**src/rtl/cpu_test_ctrl.sv**
```systemverilog
// cpu_test_ctrl: run controller and self-checker for the RV32IM pipeline.
// It sequences the CPU reset, counts run cycles and watches the dmem store port
// for the tohost signature store. It also catches a timeout or a stuck pc, and
// then latches the pass/fail result until the next start.
// Optional feature: define CPU_TEST_HIST_EN to add a ring buffer holding the
// most recent distinct pc values. It is read back through hist_idx/hist_pc.
//
// state   | meaning
// --------+-------------------------------------------------------------
// S_IDLE  | after reset, CPU held in reset, waiting for start
// S_RSTSEQ| CPU reset held for RST_CYCLES cycles, results cleared
// S_RUN   | CPU released, counting cycles, watching store/pc
// S_DONE  | result latched, CPU frozen in reset, waiting for start
module cpu_test_ctrl #(
    parameter int                ADDR_W      = 32,
    parameter int                DATA_W      = 32,
    parameter int                RST_CYCLES  = 2,
    parameter int                TIMEOUT     = 4096,
    parameter int                STALL_LIMIT = 64,
    parameter logic [ADDR_W-1:0] TOHOST_ADDR = 32'h0000_0FF0,
    parameter int                HIST_DEPTH  = 8,
    localparam int               HIST_W      = (HIST_DEPTH > 1) ? $clog2(HIST_DEPTH) : 1
) (
    input  logic              clk,
    input  logic              reset_n,
    input  logic              start,
    input  logic [ADDR_W-1:0] pc,
    input  logic [1:0]        mem_write,
    input  logic [ADDR_W-1:0] mem_addr,
    input  logic [DATA_W-1:0] mem_wdata,
    output logic              cpu_reset,
    output logic              done,
    output logic              pass,
    output logic [1:0]        fail_code,
    output logic [31:0]       cycle_count,
    output logic [DATA_W-1:0] tohost_value,
    input  logic [HIST_W-1:0] hist_idx,
    output logic [ADDR_W-1:0] hist_pc
);

    typedef enum logic [1:0] {S_IDLE, S_RSTSEQ, S_RUN, S_DONE} state_t;

    localparam int               RST_W      = (RST_CYCLES > 1) ? $clog2(RST_CYCLES) : 1;
    localparam logic [RST_W-1:0] RST_LOAD   = RST_W'(RST_CYCLES - 1);
    localparam int               STALL_W    = $clog2(STALL_LIMIT + 1);
    localparam logic [STALL_W-1:0] STALL_TC = STALL_W'(STALL_LIMIT - 1);
    localparam logic [31:0]      TIMEOUT_TC = 32'(TIMEOUT - 1);

    state_t             state, state_next;
    logic [RST_W-1:0]   rst_cnt;
    logic [STALL_W-1:0] stall_cnt;
    logic [ADDR_W-1:0]  pc_prev;
    logic               pc_valid;
    logic               pc_changed;
    logic               sig_hit, timeout_hit, stall_hit;
    logic               enter_rst;

    // Next-state decode and end-of-run event detection.
    always_comb begin
        state_next  = state;
        pc_changed  = !pc_valid || (pc != pc_prev);
        sig_hit     = (state == S_RUN) && (mem_write != 2'b00) && (mem_addr == TOHOST_ADDR);
        timeout_hit = (state == S_RUN) && (cycle_count == TIMEOUT_TC);
        stall_hit   = (state == S_RUN) && !pc_changed && (stall_cnt == STALL_TC);
        case (state)
            S_IDLE:   if (start) state_next = S_RSTSEQ;
            S_RSTSEQ: if (rst_cnt == '0) state_next = S_RUN;
            S_RUN:    if (sig_hit || timeout_hit || stall_hit) state_next = S_DONE;
            S_DONE:   if (start) state_next = S_RSTSEQ;
            default:  state_next = S_IDLE;
        endcase
        enter_rst = (state_next == S_RSTSEQ) && (state != S_RSTSEQ);
    end

    // State register.
    always_ff @(posedge clk or negedge reset_n) begin
        if (!reset_n) state <= S_IDLE;
        else          state <= state_next;
    end

    assign cpu_reset = (state != S_RUN);
    assign done      = (state == S_DONE);

    // Reset-sequence timer, run counters, stall tracking and result latch.
    always_ff @(posedge clk or negedge reset_n) begin
        if (!reset_n) begin
            rst_cnt      <= '0;
            cycle_count  <= '0;
            stall_cnt    <= '0;
            pc_prev      <= '0;
            pc_valid     <= 1'b0;
            pass         <= 1'b0;
            fail_code    <= 2'b00;
            tohost_value <= '0;
        end else if (enter_rst) begin
            rst_cnt      <= RST_LOAD;
            cycle_count  <= '0;
            stall_cnt    <= '0;
            pc_valid     <= 1'b0;
            pass         <= 1'b0;
            fail_code    <= 2'b00;
            tohost_value <= '0;
        end else begin
            if (state == S_RSTSEQ && rst_cnt != '0) rst_cnt <= rst_cnt - 1'b1;
            if (state == S_RUN) begin
                if (cycle_count != 32'hFFFF_FFFF) cycle_count <= cycle_count + 32'd1;
                pc_prev   <= pc;
                pc_valid  <= 1'b1;
                stall_cnt <= pc_changed ? '0 : stall_cnt + 1'b1;
                if (sig_hit) begin
                    tohost_value <= mem_wdata;
                    pass         <= (mem_wdata == DATA_W'(1));
                    fail_code    <= (mem_wdata == DATA_W'(1)) ? 2'b00 : 2'b01;
                end else if (timeout_hit) begin
                    fail_code <= 2'b10;
                end else if (stall_hit) begin
                    fail_code <= 2'b11;
                end
            end
        end
    end

`ifdef CPU_TEST_HIST_EN
    logic [ADDR_W-1:0] hist_mem [HIST_DEPTH];
    logic [HIST_W-1:0] hist_wptr;

    // pc history ring: records each new pc seen in RUN, cleared when a run starts.
    always_ff @(posedge clk or negedge reset_n) begin
        if (!reset_n) begin
            hist_wptr <= '0;
            for (int i = 0; i < HIST_DEPTH; i++) hist_mem[i] <= '0;
        end else if (enter_rst) begin
            hist_wptr <= '0;
            for (int i = 0; i < HIST_DEPTH; i++) hist_mem[i] <= '0;
        end else if (state == S_RUN && pc_changed) begin
            hist_mem[hist_wptr] <= pc;
            hist_wptr           <= hist_wptr + 1'b1;
        end
    end

    // hist_wptr points at the next free slot, so the newest entry is one behind it.
    assign hist_pc = hist_mem[hist_wptr - HIST_W'(1) - hist_idx];
`else
    logic hist_idx_unused;
    assign hist_idx_unused = ^hist_idx;
    assign hist_pc         = '0;
`endif

endmodule

```
**config.mk**
```make
export PLATFORM = sky130hd
export DESIGN_NAME = cpu_test_ctrl
export DESIGN_NICKNAME = d
export VERILOG_FILES = /design/src/rtl/cpu_test_ctrl.sv
export SDC_FILE = /design/constraint.sdc
export NUM_CORES = 1
export LEC_CHECK = 0
export CORE_MARGIN = 10
export CORE_UTILIZATION = 49
export CTS_CLUSTER_DIAMETER = 100
export DETAILED_ROUTE_END_ITERATION = 8
export GPL_TIMING_DRIVEN = 0
export PLACE_DENSITY = 0.87
export SLEW_MARGIN = 20
export SYNTH_ARGS = -nofsm -noshare
export SYNTH_HDL_FRONTEND = slang
export SYNTH_SLANG_ARGS = --single-unit
export TNS_END_PERCENT = 30
```
**constraint.sdc**
```tcl
create_clock -name clk -period 3.5 [get_ports clk]
set_input_delay 0.525 -clock clk [delete_from_list [all_inputs] [get_ports clk]]
set_output_delay 0.525 -clock clk [all_outputs]
set_load 0.01 [all_outputs]
```
==> metrics.csv <==
stage,metric,value,unit
synth,synth_seq_cells,110,
worst_hold_path,hold_path_class,in -> async,
global_route,grt_use_met3,0.0620,
finish,nets,900,
clock_network,cts_buffers,9,
global_route,grt_pass1_vias,5144,
sta,tightest_slew,0.958,ns
critical_path,critical-path-top-delay-family,simple AND/OR/NAND/NOR gates,
sta,slew_headroom,0.354,
global_route,grt_busiest_layer,met2,
global_route,overflow,0,
sta,report.final.hold_viol_count,0,
global_route,grt.met1_usage,0.249,
finish,drive_gt1_frac,0.126,
clock_network,cts_resized,0,
critical_path,crit_path_start_kind,register,
critical_path,crit_chain,inv_1 > ha_1 > buf_2 > inv_1 > nor4_1 > nand3_1 > or4_1 > clkbuf_1 > clkbuf_1 > nand2_1 > o21ai_0,
critical_path,critPathBufInv,5,
clock_network,cts_buffer_depth,2,
synth,ys_top_cells_by_area,"dfrtp_1 48%, xor2_1 8.0%, mux2_2 6.3%, nand2_1 5.5%, buf_4 4.7%",
drt,first_iter_violations,340,
finish,num_antenna_cells,0,
synth,synth_top_area_frac,0.482,
synth,synthesis.area,5710,µm²
die,start_util,0.500,
synth,avgSynthCellArea,9.86,µm²
die,coreArea,11400,µm²
synth,yosysMostFrequentCell,dfrtp_1,
pwr,p_per_area,513,nW/µm²
drt,vias,5101,
clock_network,htree_levels,3,
global_route,track_usage,0.207,
clock_network,cts_tree,done,
finish,finalNonFillerCells,939,
critical_path,crit_type,reg -> reg,
pwr,ir_worst_vdd,0.492,mV
sta,rsz0062_at_grt,no,
drt,drt_first_pass_iters,6,
pwr,clkPwrFrac,0.240,
clock_network,clock-root-buffer,clkbuf_16,
synth,synth_top_cell_by_area,dfrtp_1,
flow_run,maxCapViolCount,0,
global_route,grt_max_degree,67,
pwr,p_total,4110,µW
critical_path,cp_slowest_stage_delay,0.55,ns
pwr,power_frac_comb,0.354,
sta,max_freq,336,MHz
synth,ys_seq_area_frac,0.482,
drt,wl,17500,µm
pwr,p_int,2720,µW
drt,drc_errors,0,
synth,ys.flop_type,dfrtp_1,
synth,ys_top_cells_by_count,"110 x dfrtp_1, 83 x nand2_1, 52 x xor2_1",
sta,post-route-period-util,0.849,
synth,synth_edf_count,0,
finish,synthToLayoutAreaGrowth,40.3,%
critical_path,end_kind,register,
place,post-place-ws,0.282,ns
global_route,antenna_found_initial,0,
sta,skew,0.00831,ns
clock_network,post_cts_buffers,0,
sta,fin_crit,2.97,ns
clock_network,postCtsHoldBufs,0,
sta,maxSlewViolCount,0,
synth,ys_warn_count,0,
sta,setup_viol_count_final,0,
place,hpwl,13800,µm
critical_path,slowest_stage,or4_1,
drt,avgViaCountPerCell,5.43,
drt,wl_per_cell,18.6,µm
die,io_pins,205,
place,place_congestion,0.839,
synth,yosysUniqueCellTypes,46,
clock_network,clock-sinks,110,
clock_network,path_clk_slew,0.07,ns
pwr,p_sw,1390,µW
pwr,p_leak,0.00341,µW
status,outcome,completed,
critical_path,cp.required,3.70,ns
sta,final.setup.worst_slack,0.527,ns
sta,setup_tns,0,ns
global_route,grt_pass1_wl,27500,µm
die,die_y,128,µm
synth,synthArstFlopShare,1.00,
die,die-area,16400,µm²
pwr,pwr-share-seq,0.406,
global_route,grt_util_met2,0.349,
place,port_buffers,169,
critical_path,path_max_fanout,10,
critical_path,arrival,3.17,ns
die,rows,39,
pwr,sw_frac_of_total,0.339,
die,die_w,128,µm
synth,syn_inst,579,
drt,ant_nets,0,
place,dp.cells,923,
clock_network,clock_latency,0.35,ns
==> layout by cell type, fill, tap and decap left out, drive strengths merged, types with 18 or more instances in the layout <==
cell	instances
buf	46
clkbuf	24
clkdlybuf4s50	168
conb	32
dfrtp	110
mux2	32
nand2	83
nand3	26
nand4	18
nor2	48
nor4	29
o21ai	32
xor2	52
==> per-layer routing <==
metal / routed length (µm) / part of all wire / up-vias
li1: - / - / 2372
met2: 8590 / 0.49 / 254
met1: 6980 / 0.40 / 2440
met4: 403 / 0.023 / 0
met3: 1500 / 0.086 / 35
met5: 0 / 0 / -
==> sequential cells by signal, indices dropped and copies added (netlist names) <==
register,flops
cycle_count,32
pc_prev,32
tohost_value,32
stall_cnt,7
fail_code,2
state,2
pass,1
pc_valid,1
rst_cnt,1
==> layout make-up <==
| class | instances | area [µm²] |
|---|---|---|
| tap | 143 | 179 |
| clock buffer | 11 | 253 |
| fill | 806 | 3410 |
| timing repair buffer | 170 | 1720 |
| sequential | 110 | 2750 |
| clock inverter | 5 | 32.5 |
| inverter | 8 | 30.0 |
| buffer | 57 | 362 |
| multi-input combinational | 435 | 2680 |
==> worst paths after layout <==
check / from / end / slack, ns / cells after the start
max: state[0]$_DFF_PN0_ / tohost_value[7]$_DFFE_PN0P_ / 0.53 / 11
min: reset_n / tohost_value[21]$_DFFE_PN0P_ / 0.09 / 1
max reg2reg: state[0]$_DFF_PN0_ / tohost_value[7]$_DFFE_PN0P_ / 0.53 / 11
min reg2reg: pc_valid$_DFFE_PN0P_ / pc_valid$_DFFE_PN0P_ / 0.52 / 2
max in group asynchronous: reset_n / pc_prev[17]$_DFFE_PN0P_ / 2.73 / 2
min in group clk: pc_valid$_DFFE_PN0P_ / pc_valid$_DFFE_PN0P_ / 0.52 / 2
==> worst reg2reg max path, stage by stage (launching register included) <==
cell and delay, ns:
dfrtp_1 0.42, inv_1 0.10, ha_1 0.15, buf_2 0.25, inv_1 0.10, nor4_1 0.28
nand3_1 0.18, or4_1 0.55, clkbuf_1 0.25, clkbuf_1 0.28, nand2_1 0.16, o21ai_0 0.12
==> power by group through the flow <==
| stage | registers [µW] | logic, µW | clock network, µW |
|---|---|---|---|
| detailed placement | 1690 | 1460 | 0 |
| floorplan | 1660 | 982 | 0 |
| finish | 1670 | 1450 | 988 |
| global route | 1700 | 1600 | 1060 |
| CTS | 1670 | 1460 | 1000 |
| global placement | 1670 | 1390 | 0 |
==> stage by stage <==
stage | hold slack, ns | util | area (µm²)
2_1_floorplan | 0.229 | - | 5830
3_3_place_gp | 0.481 | 0.674 | 7700
3_5_place_dp | 0.483 | 0.677 | 7730
4_1_cts | 0.109 | 0.702 | 8010
5_1_grt | 0.118 | 0.702 | 8010
6_report | 0.0943 | 0.702 | 8010
==> cell families after synthesis <==
family | Yosys count | share of synthesized area
and+or+nand+nor | 243 | 0.213
DFF | 110 | 0.482
xor gates and xnor gates | 65 | 0.0997
buffers and inverters | 65 | 0.0686
AOI/OAI and AO/OA | 57 | 0.0598
muxes | 33 | 0.0649
adders and majority gates | 5 | 0.0110
other | 1 | 0.000657
No activity file was read; power rests on OpenSTA's default activity.
